$ cat src/rtl/instr_prefetch_queue_pkg.sv
`default_nettype none
// ============================================================================
//  Module      : instr_prefetch_queue_pkg
//  Description : Shared types and constants for the instruction prefetch
//                queue: fetch FSM encoding, default depth, word type.
//  Revision    : 1.0
// ============================================================================
package instr_prefetch_queue_pkg;

    // Default number of queue entries.
    localparam int unsigned IPQ_DEFAULT_DEPTH = 4;

    // 32-bit architectural word (addresses and instructions).
    typedef logic [31:0] word_t;

    // Fetch FSM: IDLE has no request out, WAIT keeps the returned word,
    // DISCARD lets a stale request finish but throws its data away.
    typedef enum logic [1:0] {
        ST_IDLE    = 2'd0,
        ST_WAIT    = 2'd1,
        ST_DISCARD = 2'd2
    } fetch_state_e;

    // Force an address onto a word boundary.
    function automatic word_t word_align(input word_t addr);
        return addr & 32'hFFFF_FFFC;
    endfunction

endpackage
`default_nettype wire

$ cat src/rtl/instr_prefetch_queue_fifo.sv
`default_nettype none
// ============================================================================
//  Module      : prefetch_fifo
//  Description : Circular buffer of {PC, instruction} entries with head/tail
//                pointers, push, pop and a flush that empties it in one cycle.
//  Revision    : 1.0
// ============================================================================
module prefetch_fifo
    import instr_prefetch_queue_pkg::*;
#(
    parameter int unsigned DEPTH = IPQ_DEFAULT_DEPTH
) (
    input  logic                   clk_i,
    input  logic                   rst_ni,
    input  logic                   flush_i,
    input  logic                   push_i,
    input  logic [63:0]            push_data_i,
    input  logic                   pop_i,
    output logic                   head_valid_o,
    output logic [63:0]            head_data_o,
    output logic [$clog2(DEPTH):0] count_o
);
    localparam int unsigned PTR_W = $clog2(DEPTH);
    localparam int unsigned CNT_W = PTR_W + 1;

    logic [63:0]      mem_q [DEPTH];
    logic [PTR_W-1:0] head_q;
    logic [PTR_W-1:0] tail_q;
    logic [CNT_W-1:0] count_q;

    logic empty;
    logic full;
    logic do_pop;
    logic do_push;

    assign empty   = (count_q == '0);
    assign full    = (count_q == CNT_W'(DEPTH));
    assign do_pop  = pop_i && !empty;
    assign do_push = push_i && (!full || do_pop);

    // Pointer and occupancy bookkeeping; flush wins over push/pop.
    always_ff @(posedge clk_i or negedge rst_ni) begin
        if (!rst_ni) begin
            head_q  <= '0;
            tail_q  <= '0;
            count_q <= '0;
        end else if (flush_i) begin
            head_q  <= '0;
            tail_q  <= '0;
            count_q <= '0;
        end else begin
            if (do_push) begin
                tail_q <= tail_q + PTR_W'(1);
            end
            if (do_pop) begin
                head_q <= head_q + PTR_W'(1);
            end
            count_q <= count_q + CNT_W'(do_push) - CNT_W'(do_pop);
        end
    end

    // Entry storage; contents need no reset because occupancy gates reads.
    always_ff @(posedge clk_i) begin
        if (do_push && !flush_i) begin
            mem_q[tail_q] <= push_data_i;
        end
    end

    assign head_valid_o = !empty;
    assign head_data_o  = empty ? 64'h0 : mem_q[head_q];
    assign count_o      = count_q;

endmodule
`default_nettype wire

$ cat src/rtl/instr_prefetch_queue.sv
`default_nettype none
// ============================================================================
//  Module      : instr_prefetch_queue
//  Description : Instruction prefetcher. Keeps at most one memory request
//                outstanding, fills a queue of {PC, instruction} entries and
//                flushes/refetches on redirect. A request is only issued when
//                a queue slot is guaranteed for its data.
//  Revision    : 1.0
// ============================================================================
module instr_prefetch_queue
    import instr_prefetch_queue_pkg::*;
#(
    parameter int unsigned DEPTH    = IPQ_DEFAULT_DEPTH,
    parameter logic [31:0] RESET_PC = 32'h0000_0000
) (
    input  logic                   clk_i,
    input  logic                   rst_ni,
    output logic                   imem_req_o,
    output logic [31:0]            imem_addr_o,
    input  logic                   imem_ack_i,
    input  logic [31:0]            imem_data_i,
    output logic                   instr_valid_o,
    output logic [31:0]            instruction_o,
    output logic [31:0]            instr_pc_o,
    input  logic                   instr_taken_i,
    input  logic                   redirect_i,
    input  logic [31:0]            redirect_pc_i,
    output logic [$clog2(DEPTH):0] queue_count_o
);
    localparam int unsigned CNT_W            = $clog2(DEPTH) + 1;
    localparam word_t       RESET_PC_ALIGNED = word_align(RESET_PC);

    fetch_state_e     state_q, state_d;
    word_t            fetch_pc_q, fetch_pc_d;
    word_t            addr_q, addr_d;
    logic             req_q, req_d;

    word_t            redirect_pc;
    logic             cpl;
    logic             push;
    logic             pop;
    logic             space;
    logic [CNT_W-1:0] count;
    logic [CNT_W-1:0] count_after;
    logic [63:0]      head_data;
    logic             head_valid;

    assign redirect_pc = word_align(redirect_pc_i);
    assign cpl         = req_q && imem_ack_i;
    // Redirect squashes both the consumer pop and any returning data.
    assign push        = cpl && (state_q == ST_WAIT) && !redirect_i;
    assign pop         = instr_taken_i && head_valid && !redirect_i;
    assign count_after = count + CNT_W'(push) - CNT_W'(pop);
    // Room for one more in-flight word once this edge's push/pop settle.
    assign space       = (count_after < CNT_W'(DEPTH));

    prefetch_fifo #(
        .DEPTH (DEPTH)
    ) u_fifo (
        .clk_i        (clk_i),
        .rst_ni       (rst_ni),
        .flush_i      (redirect_i),
        .push_i       (push),
        .push_data_i  ({addr_q, imem_data_i}),
        .pop_i        (pop),
        .head_valid_o (head_valid),
        .head_data_o  (head_data),
        .count_o      (count)
    );

    // FSM state register.
    always_ff @(posedge clk_i or negedge rst_ni) begin
        if (!rst_ni) begin
            state_q <= ST_IDLE;
        end else begin
            state_q <= state_d;
        end
    end

    // FSM next-state logic.
    always_comb begin
        state_d = state_q;
        case (state_q)
            ST_IDLE: begin
                if (redirect_i || space) begin
                    state_d = ST_WAIT;
                end
            end
            ST_WAIT: begin
                if (redirect_i) begin
                    state_d = cpl ? ST_WAIT : ST_DISCARD;
                end else if (cpl && !space) begin
                    state_d = ST_IDLE;
                end
            end
            ST_DISCARD: begin
                if (cpl) begin
                    state_d = ST_WAIT;
                end
            end
            default: state_d = ST_IDLE;
        endcase
    end

    // FSM outputs: next request strobe, request address and fetch PC.
    always_comb begin
        req_d      = req_q;
        addr_d     = addr_q;
        fetch_pc_d = fetch_pc_q;
        case (state_q)
            ST_IDLE: begin
                if (redirect_i) begin
                    fetch_pc_d = redirect_pc;
                    addr_d     = redirect_pc;
                    req_d      = 1'b1;
                end else if (space) begin
                    addr_d = fetch_pc_q;
                    req_d  = 1'b1;
                end
            end
            ST_WAIT: begin
                if (redirect_i) begin
                    // Without completion the old address must stay on the bus.
                    fetch_pc_d = redirect_pc;
                    if (cpl) begin
                        addr_d = redirect_pc;
                    end
                end else if (cpl) begin
                    fetch_pc_d = fetch_pc_q + 32'd4;
                    if (space) begin
                        addr_d = fetch_pc_q + 32'd4;
                    end else begin
                        req_d = 1'b0;
                    end
                end
            end
            ST_DISCARD: begin
                if (redirect_i) begin
                    fetch_pc_d = redirect_pc;
                end
                if (cpl) begin
                    addr_d = redirect_i ? redirect_pc : fetch_pc_q;
                end
            end
            default: begin
                req_d = 1'b0;
            end
        endcase
    end

    // Registered memory-side outputs and fetch PC.
    always_ff @(posedge clk_i or negedge rst_ni) begin
        if (!rst_ni) begin
            req_q      <= 1'b0;
            addr_q     <= RESET_PC_ALIGNED;
            fetch_pc_q <= RESET_PC_ALIGNED;
        end else begin
            req_q      <= req_d;
            addr_q     <= addr_d;
            fetch_pc_q <= fetch_pc_d;
        end
    end

    assign imem_req_o    = req_q;
    assign imem_addr_o   = addr_q;
    assign instr_valid_o = head_valid;
    assign instruction_o = head_data[31:0];
    assign instr_pc_o    = head_data[63:32];
    assign queue_count_o = count;

endmodule
`default_nettype wire
$ cat config.mk
export PLATFORM = sky130hd
export DESIGN_NAME = instr_prefetch_queue
export DESIGN_NICKNAME = d
export VERILOG_FILES = /design/src/rtl/instr_prefetch_queue_pkg.sv /design/src/rtl/instr_prefetch_queue_fifo.sv /design/src/rtl/instr_prefetch_queue.sv
export SDC_FILE = /design/constraint.sdc
export NUM_CORES = 1
export LEC_CHECK = 0
export ABC_CLOCK_PERIOD_IN_PS = 6550
export BUFFER_PORTS_ARGS = -buffer_cell sky130_fd_sc_hd__buf_2
export CAP_MARGIN = 5
export CORE_MARGIN = 4
export CORE_UTILIZATION = 60
export CTS_BUF_LIST = sky130_fd_sc_hd__clkbuf_8
export DETAILED_ROUTE_END_ITERATION = 16
export GPL_TIMING_DRIVEN = 0
export MAX_ROUTING_LAYER = met4
export PLACE_DENSITY = 0.79
export RECOVER_POWER = 25
export SYNTH_ARGS = -nofsm -noshare
export SYNTH_HDL_FRONTEND = slang
export SYNTH_SLANG_ARGS = --single-unit
$ cat constraint.sdc
create_clock -name clk_i -period 6.55 [get_ports clk_i]
set_clock_uncertainty 0.15 [all_clocks]
set_input_delay 0 -clock clk_i [delete_from_list [all_inputs] [get_ports clk_i]]
set_output_delay 0 -clock clk_i [all_outputs]
set_load 0.005 [all_outputs]
### Word level (Yosys, flattened, before mapping)

Memories as Yosys holds them, arrays and structs flattened.
Cells that the tools add are included.

* register bits after elaboration: 74
* bits in latches: 0
* RAM bits: 256
* memory bits (read-only): 0
* bits of input ports: 69
* output and inout port bits: 101
* logic and storage cells: 87
* memories kept: 1

Memories
* u_fifo.mem_q: words 4, width 64, read ports 1, clocked after memory_dff 0, write ports 1, line instr_prefetch_queue_fifo.sv:26 `logic [63:0] mem_q [DEPTH];`

* add/sub/neg operators: 7
* multipliers: 0
* divide/modulo/power cells: 0
* $lt $le $gt $ge: 1
* eq/ne operators: 12
* shifts and indexed selects: 0
* mux-type cells: 32
* bitwise operators: 1
* reduce and logical (&&, ||, !) cells: 26

Operator list (count)
* $mux W32: 10
* $pmux W32 S3: 1
* $mux W64: 1
* $pmux W32 S2: 1
* $add A32 B3 Y32 const B: 1
* $mux W2: 9
* $ne A2 B2 Y1 const B: 5
* $reduce_and A5 Y1: 2
* $logic_and A1 B1 Y1: 9
* $ne A3 B3 Y1 const B: 3
* $mux W1: 7
* $add A3 B1 Y3: 2
* $pmux W2 S3: 1
* $reduce_bool A2 Y1: 3
* $sub A3 B1 Y3: 2
* $add A2 B1 Y2 const B: 2
* $logic_not A1 Y1: 4
* $eq A3 B3 Y1 const B: 1
* $logic_not A3 Y1: 1
* $lt A3 B3 Y1 const B: 1
* $mux W3: 1
* $ne A3 B2 Y1 const B: 1
* $pmux W1 S3: 1
* $reduce_and A3 Y1: 1
* 8 further kinds: 9

### Longest topological paths before layout

Gate-level depths: netlist of the first run.

* depth in word-level cells: 11
* gate-level depth with buffers: 14
* gate-level depth less buffers: 11

### Cells and area by module

From an unflattened synthesis of the first run, not the netlist that was laid out.

* cell total of the unflattened synthesis: 1015
* area, all modules: 14950.6 µm²

By module, submodules not included
* prefetch_fifo: instances 1, cells each 451, area each 10119.7 µm², sequential area each 7862.5 µm²
* instr_prefetch_queue: instances 1, cells each 564, area each 4830.9 µm², sequential area each 1676.6 µm²

### Worst setup path before layout of the first run

Ideal clock, no wire load.

* kind: register to register
* start: register state_q[1]
* end: memory u_fifo.mem_q[0][0], enable pin
* setup time: 0.429 ns
* arrival time: 2.765 ns
* required time: 5.971 ns
* setup slack: 3.206 ns
* cell stages (with the launch flop): 5
* buffers on the path: 1
* clock period less this slack: 3.344 ns
* cells stage by stage: dfrtp_1 > nand2b_1 > clkbuf_1 > nor4_2 > and2_1

* longest elaborated chain between the ends: 7

RTL lines
* start: declaration: line instr_prefetch_queue.sv:33 `fetch_state_e state_q, state_d;`
* start signal: assignment: line instr_prefetch_queue.sv:76 `state_q <= state_d;`
* $eq A2 B1 Y1: line instr_prefetch_queue.sv:51 `assign push = cpl && (state_q == ST_WAIT) && !redirect_i;`
* $logic_and A1 B1 Y1 (2 in series): line instr_prefetch_queue.sv:51
* $logic_and A1 B1 Y1: line instr_prefetch_queue_fifo.sv:39 `assign do_push = push_i && (!full || do_pop);`
* $logic_and A1 B1 Y1: line instr_prefetch_queue_fifo.sv:64 `if (do_push && !flush_i) begin`
* $mux W1: line instr_prefetch_queue_fifo.sv:64
* $mux W1 (not written as such): line instr_prefetch_queue_fifo.sv:65 `mem_q[tail_q] <= push_data_i;`
* end: declaration: line instr_prefetch_queue_fifo.sv:26

No other way between the ends.

### Worst setup path in the final report of the first run

* start: register u_fifo.count_q[1] (netlist: u_fifo.count_o[1])
* end: register addr_q[27] (netlist: imem_addr_o[27])

* longest elaborated chain between the ends: 8
* elaborated cells on any way between the ends: 10
* classes of those cells: add/sub: 2; order compare: 1; eq/ne: 2; reduce/logical: 5

RTL lines
* start: declaration: line instr_prefetch_queue_fifo.sv:29 `logic [CNT_W-1:0] count_q;`
* start signal: assignment: line instr_prefetch_queue_fifo.sv:58 `count_q <= count_q + CNT_W'(do_push) - CNT_W'(do_pop);`
* parallel branches: the longest is 4 deep, another holds $add A3 B1 Y3
* $sub A3 B1 Y3 *: line instr_prefetch_queue.sv:53 `assign count_after = count + CNT_W'(push) - CNT_W'(pop);`
* $lt A3 B3 Y1 *: line instr_prefetch_queue.sv:55 `assign space = (count_after < CNT_W'(DEPTH));`
* $ne A3 B3 Y1 (no source line)
* $reduce_and A5 Y1 (no source line) *
* end signal: assignment: line instr_prefetch_queue.sv:159 `addr_q <= addr_d;`
* end: declaration: line instr_prefetch_queue.sv:35 `word_t addr_q, addr_d;`

Every way passes the cells marked *.
A chain may end at the register's enable or synchronous reset.

==> flow_summary.toml, run 1 <==
[run_status]
status = "finished, final reports clean"

[setup_path]
worstSetupEndpointType = "register"
ff2ff_path_depth = 13
crit_fanout = 10
cp-start-kind = "register"
crit_arrival_ns = 4.29
critical_path_required_ns = 6.85
criticalPathCategory = "register to register"

[clock_tree]
cts-root-buf = "clkbuf_8"
clkTransAtPathRegs_ns = 0.07
clk_latency_ns = 0.59
clockBufferDepth = 3
cts_buffers = 52
postCtsHoldBufs = 78
cts_setup_buffers = 0
cts_resized = 0
htreeDepth = 2
cts_sinks = 330
cts_tree = "done"

[logic_synthesis]
yosysWarnings = 0
synth_nets = 1068
synth_top_family_by_area = "multiplexers"
synth_top_area_frac = 0.5217
synth_compound_area_frac = 0.06351
syn_area_um2 = 14740
yosys.area_share.simple = 0.1016
synth-xor-area-share = 0.008321
synth_area_per_cell_um2 = 14.90
synthMuxAreaShare = 0.1422
synthAdderAreaFrac = 0.009001
synth_area_leaders = "edfxtp_1 (52%), dfrtp_1 (13%), mux4_2 (9.8%)"
yosys-top-cells-count = "edfxtp_1 (256), dfrtp_1 (74), and2_1 (72)"
synth_most_common_cell = "edfxtp_1"
async_flop_share = 0.2242
ys_seq_area_frac = 0.6474
synth_edf_count = 256
synth_cell_type_count = 68
postSynthCellCount = 989
synth.largest_area_cell = "edfxtp_1"
dominantRegCellSynth = "edfxtp_1"
synth-seq-cells = 330

[power_and_ir_drop]
peakVddDrop_uv = 256.4
p_leak_nw = 6.731
powerDensity_nw_per_um2 = 401.2

[global_route]
grt_start_max_net_pins = 54
overflow = 0
grt_pass1_wl_mm = 58.06
grt_antenna_before_repair = 0
grt_usage = 0.2923
grt_pass1_vias = 10170

[timing]
maxSlewViolCount = 0
finalSetupTns_ns = 0
rsz0062_at_grt = "false"
fin_crit_ns = 3.991
slew_headroom = 0.3165
hold_viol = 0
worst_pin_slew_ns = 1.017
max_freq_mhz = 250.6
post-route-period-util = 0.6093
setup_violations = 0

[route]
wl_met1_mm = 14.83
drc = 0
vias = 10050
drt_first_iter_violations = 866
wl_met3_mm = 2.947
viasPerCell = 6.053
post_drt_wl_per_cell_um = 22.79
ant_nets = 0
routed_wl_mm = 37.84
routed-wl-met2_mm = 18.55
top_layer = "met4"
dr.pass1.iters = 5

[floorplan]
die-area_um2 = 27130
top_level_ports = 170
die_w_um = 164.7
rows = 57
core_area_um2 = 24250
initial_core_util = 0.6077
die_h_um = 164.7

[placed_design]
gp_congestion = 0.9932
port-buffer-count = 166
dpl.hpwl_mm = 24.43

[final_layout]
postLayoutCoreUtil = 0.7453
final_layout_size_suffix_gt1_frac = 0.2695
antennaDiodeCount = 0
area_delta_synth_final_pct = 22.65
final_nets = 1371

[hold_path]
hp-class = "input port to register"
holdPathStages = 3

[flow_run]
drv_cap = 0
where the power goes:
part           internal (mW)  switching, mW  leakage, nW  total, mW
Combinational           1.08           1.34         2.84       2.42
Sequential              2.65          0.263         3.23       2.91
Clock                   1.11          0.812        0.663       1.92
Total                   4.84           2.41         6.73       7.25
flip-flops by register name (all words and copies together), names as in the netlist:
signal / flops
fetch_pc_q: 32
imem_addr_o: 32
imem_req_o: 1
state_q: 2
u_fifo.count_o: 3
u_fifo.head_q: 2
u_fifo.mem_q: 256
u_fifo.tail_q: 2
worst paths after layout:
check | startpoint | slack, ns | endpoint
max | u_fifo.count_o[1] | 2.56 | imem_addr_o[27]
min | redirect_i | 0.07 | fetch_pc_q[13]
max reg2reg | u_fifo.count_o[1] | 2.56 | imem_addr_o[27]
min reg2reg | fetch_pc_q[1] | 0.35 | fetch_pc_q[1]
max in group asynchronous | rst_ni | 4.49 | imem_addr_o[20]
min in group asynchronous | rst_ni | 0.34 | fetch_pc_q[9]
cells by family after synthesis:
kind of cell / after synthesis
AND/OR/NAND/NOR: 269
AO/OA/AOI/OAI: 141
XOR/XNOR: 14
flip-flops: 330
buffers and inverters: 99
adder cells (fa/ha/maj): 10
multiplexers: 126
placed cells by master (no fill, tap or decap), drive strengths merged, types with 4 or more instances in the layout:
master and instances:
a211oi 6, a21boi 4, a21oi 22, a221oi 5
a22oi 8, a31oi 6, a32oi 7, and2 72
and3 7, buf 173, bufinv 4, clkbuf 141
clkinv 14, dfrtp 74, dlygate4sd3 78, edfxtp 256
ha 9, inv 36, mux2 27, mux2i 35
mux4 64, nand2 51, nand2b 8, nand3 29
nand4 15, nor2 34, nor2b 6, nor3 7
nor4 16, o21ai 37, o22ai 12, o31ai 6
or3 6, or4 5, xnor2 10, xor2 4
stage by stage:
step	hold slack, ns	instances	setup slack [ns]	total power [mW]	area (um^2)
after floorplan	-0.4456	989	3.206	4.396	14740
after global placement	0.06399	1479	1.668	5.254	15970
after detailed placement	-0.2217	1484	2.030	5.323	16130
after CTS	0.0001993	1660	2.513	7.269	18100
after global routing	0.06029	1660	2.171	7.649	18070
final	0.06590	1660	2.559	7.251	18070
final cells by class:
cell class | instances | area [um^2]
buffer | 74 | 319.1
sequential | 330 | 9539
tap | 324 | 405.4
timing repair buffer | 249 | 1722
clock inverter | 29 | 244.0
multi-input combinational | 560 | 4800
fill | 1559 | 6176
clock buffer | 69 | 949.7
inverter | 25 | 93.84
critical path, cell delays in order, from the launching register on:
cell and delay (ns):
dfrtp_1 0.52, or3_1 0.26, clkbuf_1 0.43, nand2_1 0.19
nor2_1 0.12, ha_1 0.15, inv_1 0.04, ha_1 0.26
nor2b_1 0.12, a41oi_1 0.14, xnor2_1 0.42, o31a_1 0.28
buf_2 0.37, mux2_2 0.39
per-layer routing:
layer  vias to the layer above  GRT usage
li1                       4462          -
met1                      4997     0.3759
met2                       481     0.4663
met3                       108    0.05515
met4                         0     0.1191
met5                         -          -
Note: power is estimated with default switching activity, not from simulation.
==> inputs of run 2 (changes only) <==
- ABC_CLOCK_PERIOD_IN_PS: 6550 -> 3850
- clock period: 6.55 -> 3.85 ns (I/O delays scaled with it)
==> flow_summary.toml, run 2 (same netlist as run 1, synthesis figures left out) <==
[run_status]
status = "finished, final reports clean"

[final_layout]
final_common_cell = "edfxtp_1"
layoutNonFillerInstCount = 1658
area_delta_synth_final_pct = 22.64
final_nets = 1369
mostFrequentLayoutCells = "edfxtp_1 (256), buf_2 (157), dlygate4sd3_1 (78)"
largest_register_ffs = 256
antennaDiodeCount = 0
final_layout_size_suffix_gt1_frac = 0.2714
top_register = "u_fifo.mem_q"

[timing]
fin_crit_ns = 3.640
post-route-period-util = 0.9456
setup_violations = 0
hold_viol = 0
slew_headroom = 0.3043
maxSlewViolCount = 0
timing.hold.ws_ns = 0.06919
worst_pin_slew_ns = 1.035
max_freq_mhz = 274.7
rsz0062_at_grt = "true"

[route]
post_drt_wl_per_cell_um = 22.77
ant_nets = 0
dr.pass1.iters = 5
vias = 10040
drc = 0
viasPerCell = 6.055
drt_first_iter_violations = 906
routed_wl_mm = 37.75

[placed_design]
dpl.hpwl_mm = 24.43
gp_congestion = 0.9932
port-buffer-count = 166
dp_cells = 1484

[global_route]
grt_pass1_vias = 10170
overflow = 0
grt_start_max_net_pins = 54
grt_pass1_wl_mm = 58.05
grt_antenna_before_repair = 0
grt_usage = 0.2922

[clock_tree]
clockBufferDepth = 3
clk_latency_ns = 0.59
cts-root-buf = "clkbuf_8"
clkTransAtPathRegs_ns = 0.06
cts_buffers = 52
cts_tree = "done"
cts_sinks = 330
htreeDepth = 2

[floorplan]
die_h_um = 164.7
die-area_um2 = 27130
core_area_um2 = 24250
initial_core_util = 0.6077
rows = 57
top_level_ports = 170
die_w_um = 164.7

[power_and_ir_drop]
powerDensity_nw_per_um2 = 682.7
peakVddDrop_uv = 436.0
p_leak_nw = 6.730

[setup_path]
cp-start-kind = "register"
worstSetupEndpointType = "register"
crit_arrival_ns = 3.94
crit_fanout = 13
critical_path_required_ns = 4.15
criticalPathCategory = "register to register"

[flow_run]
drv_cap = 0

[hold_path]
hp-class = "input port to register"
## run 2: cell count changes in the layout (fill, tap and decap cells not counted)
cell / delta
or3_4: +1
clkbuf_2: +1
clkbuf_1: -3
or3_1: -1
## run 2: metrics by stage
step	area, um^2	total power [mW]	setup TNS (ns)	util	setup WS (ns)
after floorplan	14740	7.479	0	-	0.5062
after global placement	15970	8.939	-266.59	0.6587	-1.032
after detailed placement	16130	9.055	-18.44	0.6651	-0.6697
after CTS	18100	12.37	0	0.7466	0.1265
after global routing	18070	13.02	-0.5659	0.7453	-0.05535
final	18070	12.34	0	0.7453	0.2096
## run 2: worst paths after layout
check,from,to,slack [ns],depth (start not counted)
hold reg to reg,fetch_pc_q[1],fetch_pc_q[1],0.35,1
setup reg to reg,u_fifo.count_o[1],imem_addr_o[27],0.21,12
setup / recovery,u_fifo.count_o[1],imem_addr_o[27],0.21,12
max in group asynchronous,rst_ni,imem_addr_o[20],1.80,4
hold / removal,imem_data_i[27],u_fifo.mem_q[0][27],0.07,2
min in group asynchronous,rst_ni,fetch_pc_q[9],0.33,4
## run 2: timing repair
| item | in CTS | in global routing |
|---|---|---|
| endpoints found under the setup margin | 23 | 22 |
| hold endpoints to repair | 272 | 0 |
| hold buffers | 78 | 0 |
| resized for setup | 2 | 0 |
| setup buffers | 0 | 0 |
## run 2: routing by layer
layer	vias to the layer above	GRT usage	wire, um
li1	4456	-	-
met1	4970	0.3765	14810
met2	508	0.4653	18440
met3	105	0.05515	3059
met4	0	0.1191	1439
met5	-	-	0
## run 2: report_power, final
group / total, mW / internal (mW) / switching (mW) / leakage, nW
Combinational: 4.11 / 1.84 / 2.27 / 2.84
Sequential: 4.96 / 4.51 / 0.449 / 3.23
Clock: 3.26 / 1.89 / 1.38 / 0.663
Total: 12.3 / 8.24 / 4.10 / 6.73
## run 2: worst max-delay path, cell delays in order (launching register included)
cell and delay [ns]:
dfrtp_1 0.49, or3_4 0.51, nand2_1 0.16, nor2_1 0.06
ha_1 0.20, inv_1 0.05, ha_1 0.21, nor2b_1 0.13
a41oi_1 0.23, xnor2_1 0.27, o31a_1 0.29, buf_2 0.37
mux2_2 0.39
## run 2: cell type report
class | count | area, um^2
Sequential cell | 330 | 9539
Clock inverter | 29 | 244.0
Clock buffer | 69 | 949.7
Fill cell | 1557 | 6177
Timing Repair Buffer | 249 | 1722
Tap cell | 324 | 405.4
Inverter | 25 | 93.84
Buffer | 72 | 312.8
Multi-Input combinational cell | 560 | 4805
==> inputs of run 3 (changes only) <==
- RECOVER_POWER: 25 -> not set
==> flow_summary.toml, run 3 (same netlist as run 1, synthesis figures left out) <==
[placed_design]
placed_area_um2 = 16130
gp_congestion = 0.9932
port-buffer-count = 166
dpl.hpwl_mm = 24.43

[power_and_ir_drop]
clkPwrFrac = 0.265
switching_share = 0.3323
power_frac_seq = 0.402
power_frac_comb = 0.334
intPower_mw = 8.243
switching_power_mw = 4.102
p_total_mw = 12.34
p_leak_nw = 6.797
powerDensity_nw_per_um2 = 682.0
peakVddDrop_uv = 436.3

[hold_path]
hold_start = "imem_data_i[12]"
hp-class = "input port to register"

[route]
drc = 0
vias = 10010
routed_wl_mm = 37.79
ant_nets = 0
post_drt_wl_per_cell_um = 22.79
drt_first_iter_violations = 892
dr.pass1.iters = 5
viasPerCell = 6.037

[final_layout]
final_common_cell = "edfxtp_1"
antennaDiodeCount = 0
largest_register_ffs = 256
area_delta_synth_final_pct = 22.84
finish.instance_area_um2 = 18100
final_nets = 1369
final_layout_size_suffix_gt1_frac = 0.2894
nFillCells = 1542
top_register = "u_fifo.mem_q"
mostFrequentLayoutCells = "edfxtp_1 (256), buf_2 (181), dlygate4sd3_1 (78)"

[setup_path]
worstSetupEndpointType = "register"
max_stage_delay_ns = 0.51
critical_path_required_ns = 4.15
criticalPathCategory = "register to register"
crit_family = "simple AND/OR/NAND/NOR gates"
reg2reg_from = "u_fifo.count_o[1]"
path_buf_inv = 2
crit_arrival_ns = 3.94
crit_path_top_delay_cell = "or3_4"
path_cells = "or3_4, nand2_1, nor2_1, ha_1, inv_1, ha_1, nor2b_1, a41oi_1, xnor2_1, o31a_1, buf_2, mux2_2"
crit_start = "u_fifo.count_o[1]"
cp_common_cell = "ha_1"
cp-start-kind = "register"
crit_fanout = 13

[clock_tree]
clk_latency_ns = 0.60
cts-root-buf = "clkbuf_8"
clkTransAtPathRegs_ns = 0.06
cts_buffers = 52
cts_sinks = 330
cts_tree = "done"
htreeDepth = 2
cts_setup_buffers = 0
clockBufferDepth = 3

[global_route]
grt_usage = 0.2922
use_met1 = 0.3765
use_met2 = 0.4653
grt_antenna_before_repair = 0
gr-usage-met3 = 0.05515
grt_pass1_vias = 10170
grt.busiest_layer = "met2"
grt_pass1_wl_mm = 58.05
overflow = 0
grt_start_max_net_pins = 54

[timing]
timing.hold.ws_ns = 0.02067
setup_violations = 0
rsz0062_at_grt = "true"
maxSlewViolCount = 0
fin_crit_ns = 3.638
hold_viol = 0
post-route-period-util = 0.9449
max_freq_mhz = 274.9
finalSetupTns_ns = 0
worst_pin_slew_ns = 1.023
slew_headroom = 0.3160

[floorplan]
initial_core_util = 0.6077
core_area_um2 = 24250
top_level_ports = 170
die_h_um = 164.7
die_w_um = 164.7
rows = 57
die-area_um2 = 27130

[run_status]
status = "finished, final reports clean"

[flow_run]
drv_cap = 0
## run 3: layout make-up
| type | count | area (um^2) | area share |
|---|---|---|---|
| sequential | 330 | 9539 | 0.5270 |
| clock inverter | 29 | 244.0 | 0.01348 |
| clock buffer | 69 | 949.7 | 0.05246 |
| timing repair buffer | 249 | 1752 | 0.09677 |
| inverter | 25 | 93.84 | 0.005184 |
| tap | 324 | 405.4 | 0.02240 |
| buffer | 72 | 312.8 | 0.01728 |
| multi-input combinational | 560 | 4805 | 0.2654 |
## run 3: final timing paths
path / endpoint / slack, ns / cells past startpoint
min reg2reg: fetch_pc_q[1] / 0.34 / 1
max: imem_addr_o[27] / 0.21 / 12
min: u_fifo.mem_q[3][12] / 0.02 / 2
max in group asynchronous: imem_addr_o[20] / 1.79 / 4
max reg2reg: imem_addr_o[27] / 0.21 / 12
min in group asynchronous: fetch_pc_q[9] / 0.33 / 4
## run 3: worst register-to-register path, delay by kind of cell (launching register included)
family / cells / cell delay (ns)
fa+ha+maj: 2 / 0.41
flops: 1 / 0.49
simple gates: 4 / 0.86
mux: 1 / 0.40
compound gates: 2 / 0.52
buf+inv: 2 / 0.42
xor+xnor: 1 / 0.27
## run 3: what timing repair did
| action | CTS | global route |
|---|---|---|
| endpoints found under the setup margin | 23 | 22 |
| hold endpoints to repair | 272 | 0 |
| gates resized for setup | 2 | 0 |
| hold buffers | 78 | 0 |
## run 3: stage by stage
step                      worst slack [ns]    util  instances
after global routing              -0.05535  0.7465       1658
after global placement              -1.032  0.6587       1479
after floorplan                     0.5062       -        989
after CTS                           0.1265  0.7466       1659
final                               0.2121  0.7465       1658
after detailed placement           -0.6697  0.6651       1484
## run 3: routing by layer
| metal | vias up | routed length (um) |
|---|---|---|
| met5 | - | 0 |
| met4 | 0 | 1413 |
| met3 | 96 | 2953 |
| met2 | 490 | 18570 |
| met1 | 4975 | 14850 |
| li1 | 4449 | - |
## run 3: power by group through the flow
stage	clock network (mW)	registers, mW	logic [mW]
2_1_floorplan	0	4.91	2.57
3_3_place_gp	0	5.00	3.94
3_5_place_dp	0	5.02	4.04
4_1_cts	3.31	4.95	4.11
5_1_grt	3.49	5.03	4.50
6_report	3.27	4.96	4.12
